===== src/rtl/alu_pkg.sv =====
// Shared definitions for the nibble-serial ALU: widths, select codes,
// sequencer state and the one-bit ALU slice.
package alu_pkg;

  localparam int ALU_SEL_W = 3;
  localparam int NIBBLE_W  = 4;

  localparam logic [ALU_SEL_W-1:0] ALU_ADD  = 3'd0;
  localparam logic [ALU_SEL_W-1:0] ALU_SUB  = 3'd1;
  localparam logic [ALU_SEL_W-1:0] ALU_AND  = 3'd2;
  localparam logic [ALU_SEL_W-1:0] ALU_OR   = 3'd3;
  localparam logic [ALU_SEL_W-1:0] ALU_XOR  = 3'd4;
  localparam logic [ALU_SEL_W-1:0] ALU_NOR  = 3'd5;
  localparam logic [ALU_SEL_W-1:0] ALU_NAND = 3'd6;
  localparam logic [ALU_SEL_W-1:0] ALU_PASSA = 3'd7;

  typedef enum logic [1:0] {
    IDLE = 2'd0,
    RUN  = 2'd1,
    DONE = 2'd2
  } seq_state_e;

  // One-bit slice: returns {carry_out, y}.
  // SUB is a + ~b + cin; logic ops drive carry_out low.
  function automatic logic [1:0] alu1(
    input logic                 a,
    input logic                 b,
    input logic                 cin,
    input logic [ALU_SEL_W-1:0] sel
  );
    logic bb;
    logic y;
    logic co;
    bb = (sel == ALU_SUB) ? ~b : b;
    y  = 1'b0;
    co = 1'b0;
    case (sel)
      ALU_ADD, ALU_SUB: begin
        y  = a ^ bb ^ cin;
        co = (a & bb) | (cin & (a ^ bb));
      end
      ALU_AND:   y = a & b;
      ALU_OR:    y = a | b;
      ALU_XOR:   y = a ^ b;
      ALU_NOR:   y = ~(a | b);
      ALU_NAND:  y = ~(a & b);
      ALU_PASSA: y = a;
      default:   y = 1'b0;
    endcase
    return {co, y};
  endfunction

endpackage


===== src/rtl/alu_nibble_seq_alu4.sv =====
// alu4: four alu1 slices rippled LSB to MSB.
// Ports: a_i/b_i nibbles, sel_i op, carry_i in; y_o result, carry_o out.
module alu4
  import alu_pkg::*;
(
  input  logic [NIBBLE_W-1:0]  a_i,
  input  logic [NIBBLE_W-1:0]  b_i,
  input  logic [ALU_SEL_W-1:0] sel_i,
  input  logic                 carry_i,
  output logic [NIBBLE_W-1:0]  y_o,
  output logic                 carry_o
);

  always_comb begin
    logic       c;
    logic [1:0] r;
    c   = carry_i;
    r   = 2'b00;
    y_o = '0;
    for (int i = 0; i < NIBBLE_W; i++) begin
      r      = alu1(a_i[i], b_i[i], c, sel_i);
      y_o[i] = r[0];
      c      = r[1];
    end
    carry_o = c;
  end

endmodule


===== src/rtl/alu_nibble_seq.sv =====
// alu_nibble_seq: runs a W-bit op through one alu4, one nibble per clock.
// Ports: in_* operand handshake, out_* result handshake, clk/rst async.
module alu_nibble_seq
  import alu_pkg::*;
#(
  parameter int NIBBLES = 4
) (
  input  logic                   clk,
  input  logic                   rst,
  input  logic                   in_valid,
  output logic                   in_ready,
  input  logic [4*NIBBLES-1:0]   in_a,
  input  logic [4*NIBBLES-1:0]   in_b,
  input  logic [ALU_SEL_W-1:0]   in_select,
  input  logic                   in_carry,
  output logic                   out_valid,
  input  logic                   out_ready,
  output logic [4*NIBBLES-1:0]   out_result,
  output logic                   out_carry,
  output logic                   out_zero
);

  localparam int W     = NIBBLE_W * NIBBLES;
  localparam int CNT_W = (NIBBLES > 1) ? $clog2(NIBBLES) : 1;
  localparam logic [CNT_W-1:0] CNT_LAST = CNT_W'(NIBBLES - 1);

  seq_state_e           state_q;
  logic [W-1:0]         a_sh_q;
  logic [W-1:0]         b_sh_q;
  logic [W-1:0]         res_sh_q;
  logic [ALU_SEL_W-1:0] sel_q;
  logic                 carry_q;
  logic [CNT_W-1:0]     cnt_q;

  logic [NIBBLE_W-1:0]  nib_y;
  logic                 nib_c;
  logic [W-1:0]         res_sh_d;

  alu4 u_alu4 (
    .a_i     (a_sh_q[NIBBLE_W-1:0]),
    .b_i     (b_sh_q[NIBBLE_W-1:0]),
    .sel_i   (sel_q),
    .carry_i (carry_q),
    .y_o     (nib_y),
    .carry_o (nib_c)
  );

  // New nibble enters at the top; after NIBBLES steps the
  // first nibble has walked down to bit 0.
  assign res_sh_d = W'({nib_y, res_sh_q} >> NIBBLE_W);

  always_ff @(posedge clk or posedge rst) begin
    if (rst) begin
      state_q  <= IDLE;
      a_sh_q   <= '0;
      b_sh_q   <= '0;
      res_sh_q <= '0;
      sel_q    <= '0;
      carry_q  <= 1'b0;
      cnt_q    <= '0;
    end else begin
      unique case (state_q)
        IDLE: begin
          if (in_valid) begin
            a_sh_q   <= in_a;
            b_sh_q   <= in_b;
            sel_q    <= in_select;
            carry_q  <= in_carry;
            res_sh_q <= '0;
            cnt_q    <= '0;
            state_q  <= RUN;
          end
        end
        RUN: begin
          a_sh_q   <= a_sh_q >> NIBBLE_W;
          b_sh_q   <= b_sh_q >> NIBBLE_W;
          res_sh_q <= res_sh_d;
          carry_q  <= nib_c;
          cnt_q    <= cnt_q + 1'b1;
          if (cnt_q == CNT_LAST) begin
            state_q <= DONE;
          end
        end
        DONE: begin
          if (out_ready) begin
            state_q <= IDLE;
          end
        end
        default: state_q <= IDLE;
      endcase
    end
  end

  assign in_ready   = (state_q == IDLE);
  assign out_valid  = (state_q == DONE);
  assign out_result = res_sh_q;
  assign out_carry  = carry_q;
  assign out_zero   = (res_sh_q == '0);

endmodule


===== config.mk =====
export PLATFORM = sky130hd
export DESIGN_NAME = alu_nibble_seq
export DESIGN_NICKNAME = d
export VERILOG_FILES = /design/src/rtl/alu_pkg.sv /design/src/rtl/alu_nibble_seq_alu4.sv /design/src/rtl/alu_nibble_seq.sv
export SDC_FILE = /design/constraint.sdc
export NUM_CORES = 1
export LEC_CHECK = 0
export CORE_ASPECT_RATIO = 1.75
export CORE_MARGIN = 3
export CORE_UTILIZATION = 30
export DETAILED_ROUTE_END_ITERATION = 12
export GPL_TIMING_DRIVEN = 0
export HOLD_SLACK_MARGIN = 0.05
export PLACE_DENSITY = 0.53
export SETUP_SLACK_MARGIN = 0.4
export SLEW_MARGIN = 0
export SYNTH_ARGS = -nofsm -noshare
export SYNTH_HDL_FRONTEND = slang
export SYNTH_SLANG_ARGS = --single-unit
export TNS_END_PERCENT = 1

===== constraint.sdc =====
create_clock -name clk -period 9.25 [get_ports clk]
set_clock_uncertainty 0.15 [all_clocks]
set_input_delay 2.775 -clock clk [delete_from_list [all_inputs] [get_ports clk]]
set_output_delay 2.775 -clock clk [all_outputs]
set_load 0.01 [all_outputs]

---- Word level (Yosys, flattened, before mapping) ----
Index checks and enable logic that the tools add are counted.
Widths: inputs -> output; s select.
cells by class
  multiplexer cells ....................... 26
  bitwise operators ....................... 44
  reduce and logical (&&, ||, !) cells .... 8
  add/sub/neg operators ................... 1
  equality and inequality tests ........... 13
operators with widths
  operator             number
  $pmux 16 s2          3
  $mux 16              3
  $pmux 1 s7           4
  $logic_not 16->1     1
  $and 1x1->1          12
  $eq 3x3->1 const B   4
  $not 1->1            12
  $xor 1x1->1          12
  $mux 1               9
  $mux 2               4
  $or 1x1->1           8
  $eq 3x2->1 const B   2
  $pmux 2 s3           1
  $eq 2x2->1 const B   2
  $ne 2x2->1 const B   2
  $pmux 2 s2           1
  $reduce_and 2->1     2
  $eq 3x1->1 const B   1
  $logic_not 3->1      1
  $reduce_and 3->1     1
  $add 2x1->2 const B  1
  $eq 2x1->1 const B   1
  $logic_not 2->1      1
  $ne 2x1->1 const B   1
  3 further kinds      3
storage, ports and cells
  input port bits ......................... 40
  output and inout port bits .............. 20
  word-level logic and storage cells ...... 99
  register bits after elaboration ......... 56

---- Longest topological paths before layout ----
  word-level depth ........................ 16
  gate-level depth with buffers ........... 14
  gate-level depth less buffers ........... 13

---- Cells and area by module ----
A second synthesis with hierarchy kept.
unflattened totals
  cell total of the unflattened synthesis .. 330
  area, all modules ....................... 3110.5 µm²
by module, submodules not included
  module          area an instance (µm²)  instances  cells an instance  sequential area each (µm²)
  alu_nibble_seq  2509.9                  1          252                1401.3
  alu4            600.6                   1          78                 0.0

---- Worst setup path after synthesis ----
Ideal clock, no wire load.
  path kind ............................... reg-to-output
  start ................................... reg res_sh_q[9] (netlist: out_result[9])
  end ..................................... out out_zero
  stages on the path, launching flop included .. 3
  required time ........................... 6325 ps
  slack ................................... 5414 ps
  buffers on the path ..................... 0
  arrival ................................. 911 ps
  cell sequence ........................... dfrtp_1 -> nor4_1 -> and4_1
between the ends
  word-level cells in the longest chain between the ends .. 1
RTL lines
  element                 line                  RTL
  from (decl)             alu_nibble_seq.sv:30  logic [W-1:0] res_sh_q;
  from (signal assigned)  alu_nibble_seq.sv:77  res_sh_q <= res_sh_d;
  $logic_not 16->1        alu_nibble_seq.sv:98  assign out_zero = (res_sh_q == '0);
  to (decl)               alu_nibble_seq.sv:20  output logic out_zero
No other way between the ends.

---- Final worst setup path ----
  start ................................... reg res_sh_q[0] (netlist: out_result[0])
  end ..................................... out out_zero
The elaborated chain is that of the path after synthesis.

==> reports/results.tsv <==
stage	metric	value	unit
die	DIE AREA	0.0109	mm^2
yosys	proportion of synthesized area in mux cells	1.47	%
clock_network	cts repair resizes	0	
clock_network	clock sinks	56	
detailed_routing	Avg WL per Cell	15.6	um
yosys	Yosys reg bits	56	
global_routing	initial antenna violation count	0	
setup_path	Crit Path Category	register to primary output	
timing	Tcrit/Tclk final	51.0	%
pwr	sw power	0.565	mW
detailed_routing	drt first pass iters	4	
detailed_routing	Post-DRT Antenna Nets	0	
pwr	Int Power	0.812	mW
yosys	Syn Std Cell Area	0.00290	mm^2
layout	Final nets	428	
placement	Post-Place Worst Slack	4.82	ns
yosys	Compound-Gate Fraction of Synth Area	18.7	%
global_routing	pin count of the biggest net entering global routing	38	
clock_network	# Post-CTS Setup Buffers	0	
detailed_routing	Initial DRC Count	91	
yosys	Syn Nets	361	
placement	IO buf count	59	
yosys	Synth warnings	0	
setup_path	crit end category	primary output	
pwr	Worst VDD drop	0.000160	V
clock_network	CTS tree	built	
setup_path	Worst Path Max Fanout	3	
run	Max Cap Violations	0	
layout	register area	0.00140	mm^2
die	Initial Util	31.4	%
pwr	total power	1.38	mW
die	die width	80.3	um
clock_network	Reg clk slew, reported paths	0.07	ns
pwr	Static Leak	1.66	nW
yosys	Post-synth top flop	dfrtp_1	
yosys	fraction of the yosys area taken by sequential cells	48.4	%
layout	Multi-input gate area	0.00131	mm^2
yosys	Post-Synth XOR/XNOR Area	1.21	%
setup_path	startpoint types	register	
yosys	combinational family with the most area after synthesis	compound AO/OA/AOI/OAI gates	
timing	Fmax achieved	0.212	GHz
layout	Synth-to-Final Area Change	31.9	%
yosys	syn avg cell area	9.40	um^2
clock_network	# H-tree levels	2	
die	Die Y	136	um
setup_path	CP required	6.33	ns
detailed_routing	DRT Wirelength	7760	um
setup_path	FF-to-FF Start	sel_q[0]	
global_routing	GR Overflow Total	0	
pwr	switch share	41.0	%
timing	final hold violation count	0	
pwr	sequential power share	32.7	%
hold_path	Hold Crit Class	register to register	
timing	setup tns final	0	ns
clock_network	clock latency on the worst-skew pair	0.29	ns
die	Core ar.	0.00921	mm^2
layout	commonest non-fill, non-tap cell in the layout	nand2_1	
timing	Slew Limit Headroom	69.7	%
clock_network	clk buf depth	2	
timing	unrepaired setup endpoints after global routing	no	
hold_path	Worst Min Path Start	a_sh_q[5]	
layout	post-layout util	41.5	%
setup_path	worst setup path start	out_result[0]	
clock_network	TritonCTS Buffers	5	
timing	final setup slack of the worst path	4.54	ns
timing	Tmin final	4.71	ns
yosys	synthesized netlist cell count	308	
die	Row Count	46	
global_routing	first-pass GRT wire length	13000	um
detailed_routing	Avg Vias per Cell	4.93	
layout	commonest cells after routing, fill and taps aside	nand2_1, clkdlybuf4s50_1, dfrtp_1	
global_routing	Overall Global Routing Usage	15.5	%
global_routing	vias in the first global route	2612	
pwr	combinational share of power	52.0	%
detailed_routing	vias	2444	
clock_network	Hold Buf Count CTS	0	
setup_path	Arrival @ worst endpoint	1.79	ns
yosys	synth unique cells	38	
placement	Final HPWL DP	6100	um
die	Top Ports	60	
pwr	clock network fraction of design power	15.3	%
layout	share of post-route cells with drive strength above 1	10.1	%
outcome	status	finished, final reports clean	
layout	# diodes	0	
pwr	Power per Cell Area	360	mW/mm^2
yosys	EDFF count, synth	0	
yosys	Adder-Cell Fraction of Synth Area	6.66	%
timing	Worst-Margin Slew	0.453	ns
clock_network	clock root cell	clkbuf_16	
timing	Max Slew Vio Count	0	
layout	Layout fillers	945	
placement	gpl congestion	0.769	
yosys	post-synthesis simple-gate area fraction	17.1	%
yosys	asr flop ratio synth	100	%
timing	Final setup violation count	0	
detailed_routing	residual DRC count	0	
final cells by class:
cell class / instances / share of cell area, %
Buffer: 21 / 3.60
Multi-Input combinational cell: 218 / 34.2
Inverter: 13 / 1.28
Timing Repair Buffer: 60 / 16.0
Clock buffer: 6 / 3.37
Sequential cell: 56 / 36.7
Clock inverter: 2 / 0.917
Tap cell: 120 / 3.93
per-layer routing:
layer / GRT usage (%) / wire (um) / share of wire, % / vias to the layer above
li1: - / - / - / 1193
met1: 16.5 / 2900 / 37 / 1181
met2: 29.2 / 4370 / 56 / 55
met3: 2.39 / 229 / 3.0 / 15
met4: 6.86 / 265 / 3.4 / 0
met5: 0 / 0 / 0 / -
worst paths after layout:
kind,depth (start not counted),endpoint,slack [ns]
hold reg to reg,2,a_sh_q[1],0.34
hold / removal,2,a_sh_q[1],0.34
min in group asynchronous,2,state_q[1],2.65
setup / recovery,3,out_zero,4.54
max in group asynchronous,3,a_sh_q[5],5.74
setup reg to reg,12,out_result[15],5.45
power groups by stage:
stage,sequential (mW),clock (mW),combinational [mW]
finish,0.450,0.211,0.716
global route,0.466,0.228,0.822
CTS,0.451,0.217,0.728
detailed placement,0.456,0,0.723
global placement,0.454,0,0.709
floorplan,0.441,0,0.495
sequential cells by signal (all words and copies together) (netlist names):
signal,cells
cnt_q,2
sel_q,3
out_result,16
b_sh_q,16
a_sh_q,16
out_carry,1
state_q,2
cells by family (layout without fill, tap and decap cells):
| family | after synthesis | in the layout |
|---|---|---|
| simple gates | 114 | 114 |
| compound gates | 83 | 83 |
| flops | 56 | 56 |
| buf+inv | 34 | 102 |
| fa+ha+maj | 13 | 13 |
| xor+xnor | 4 | 4 |
| mux | 4 | 4 |
critical path: stages (launching register included):
cell             delay [ns]
dfrtp_1                0.39
nor4_1                 0.31
and4_1                 0.25
clkdlybuf4s50_1        0.54
Yosys cell counts (2+ instances only):
cell type   n  area, um^2
nand2_1    65         244
o221ai_1    3        26.3
buf_4       8        60.1
nand3_1     3        15.0
nand2b_1    3        18.8
a21oi_1    12        60.1
nor2b_1     2        12.5
o21ai_0    22         110
ha_1        9         113
nor3_1      2        10.0
buf_2      11        55.1
a31oi_1    16         100
inv_1      12        45.0
nor2_1     29         109
fa_1        4        80.1
buf_6       2        22.5
nor4_1      4        25.0
a221o_1     2        20.0
xnor2_1     4        35.0
o211ai_1    3        22.5
a22o_1     15         131
mux2i_1     2        20.0
o21ai_1     4        20.0
dfrtp_1    56        1400
mux2_2      2        22.5
metrics by stage:
step,std cells,area (um^2),hold WS [ns]
after floorplan,308,2900,0.300
after CTS,496,3820,0.339
after detailed placement,488,3660,0.322
after global routing,496,3820,0.351
final,496,3820,0.335
after global placement,487,3640,0.316
Note: power is estimated with default switching activity, not from simulation.
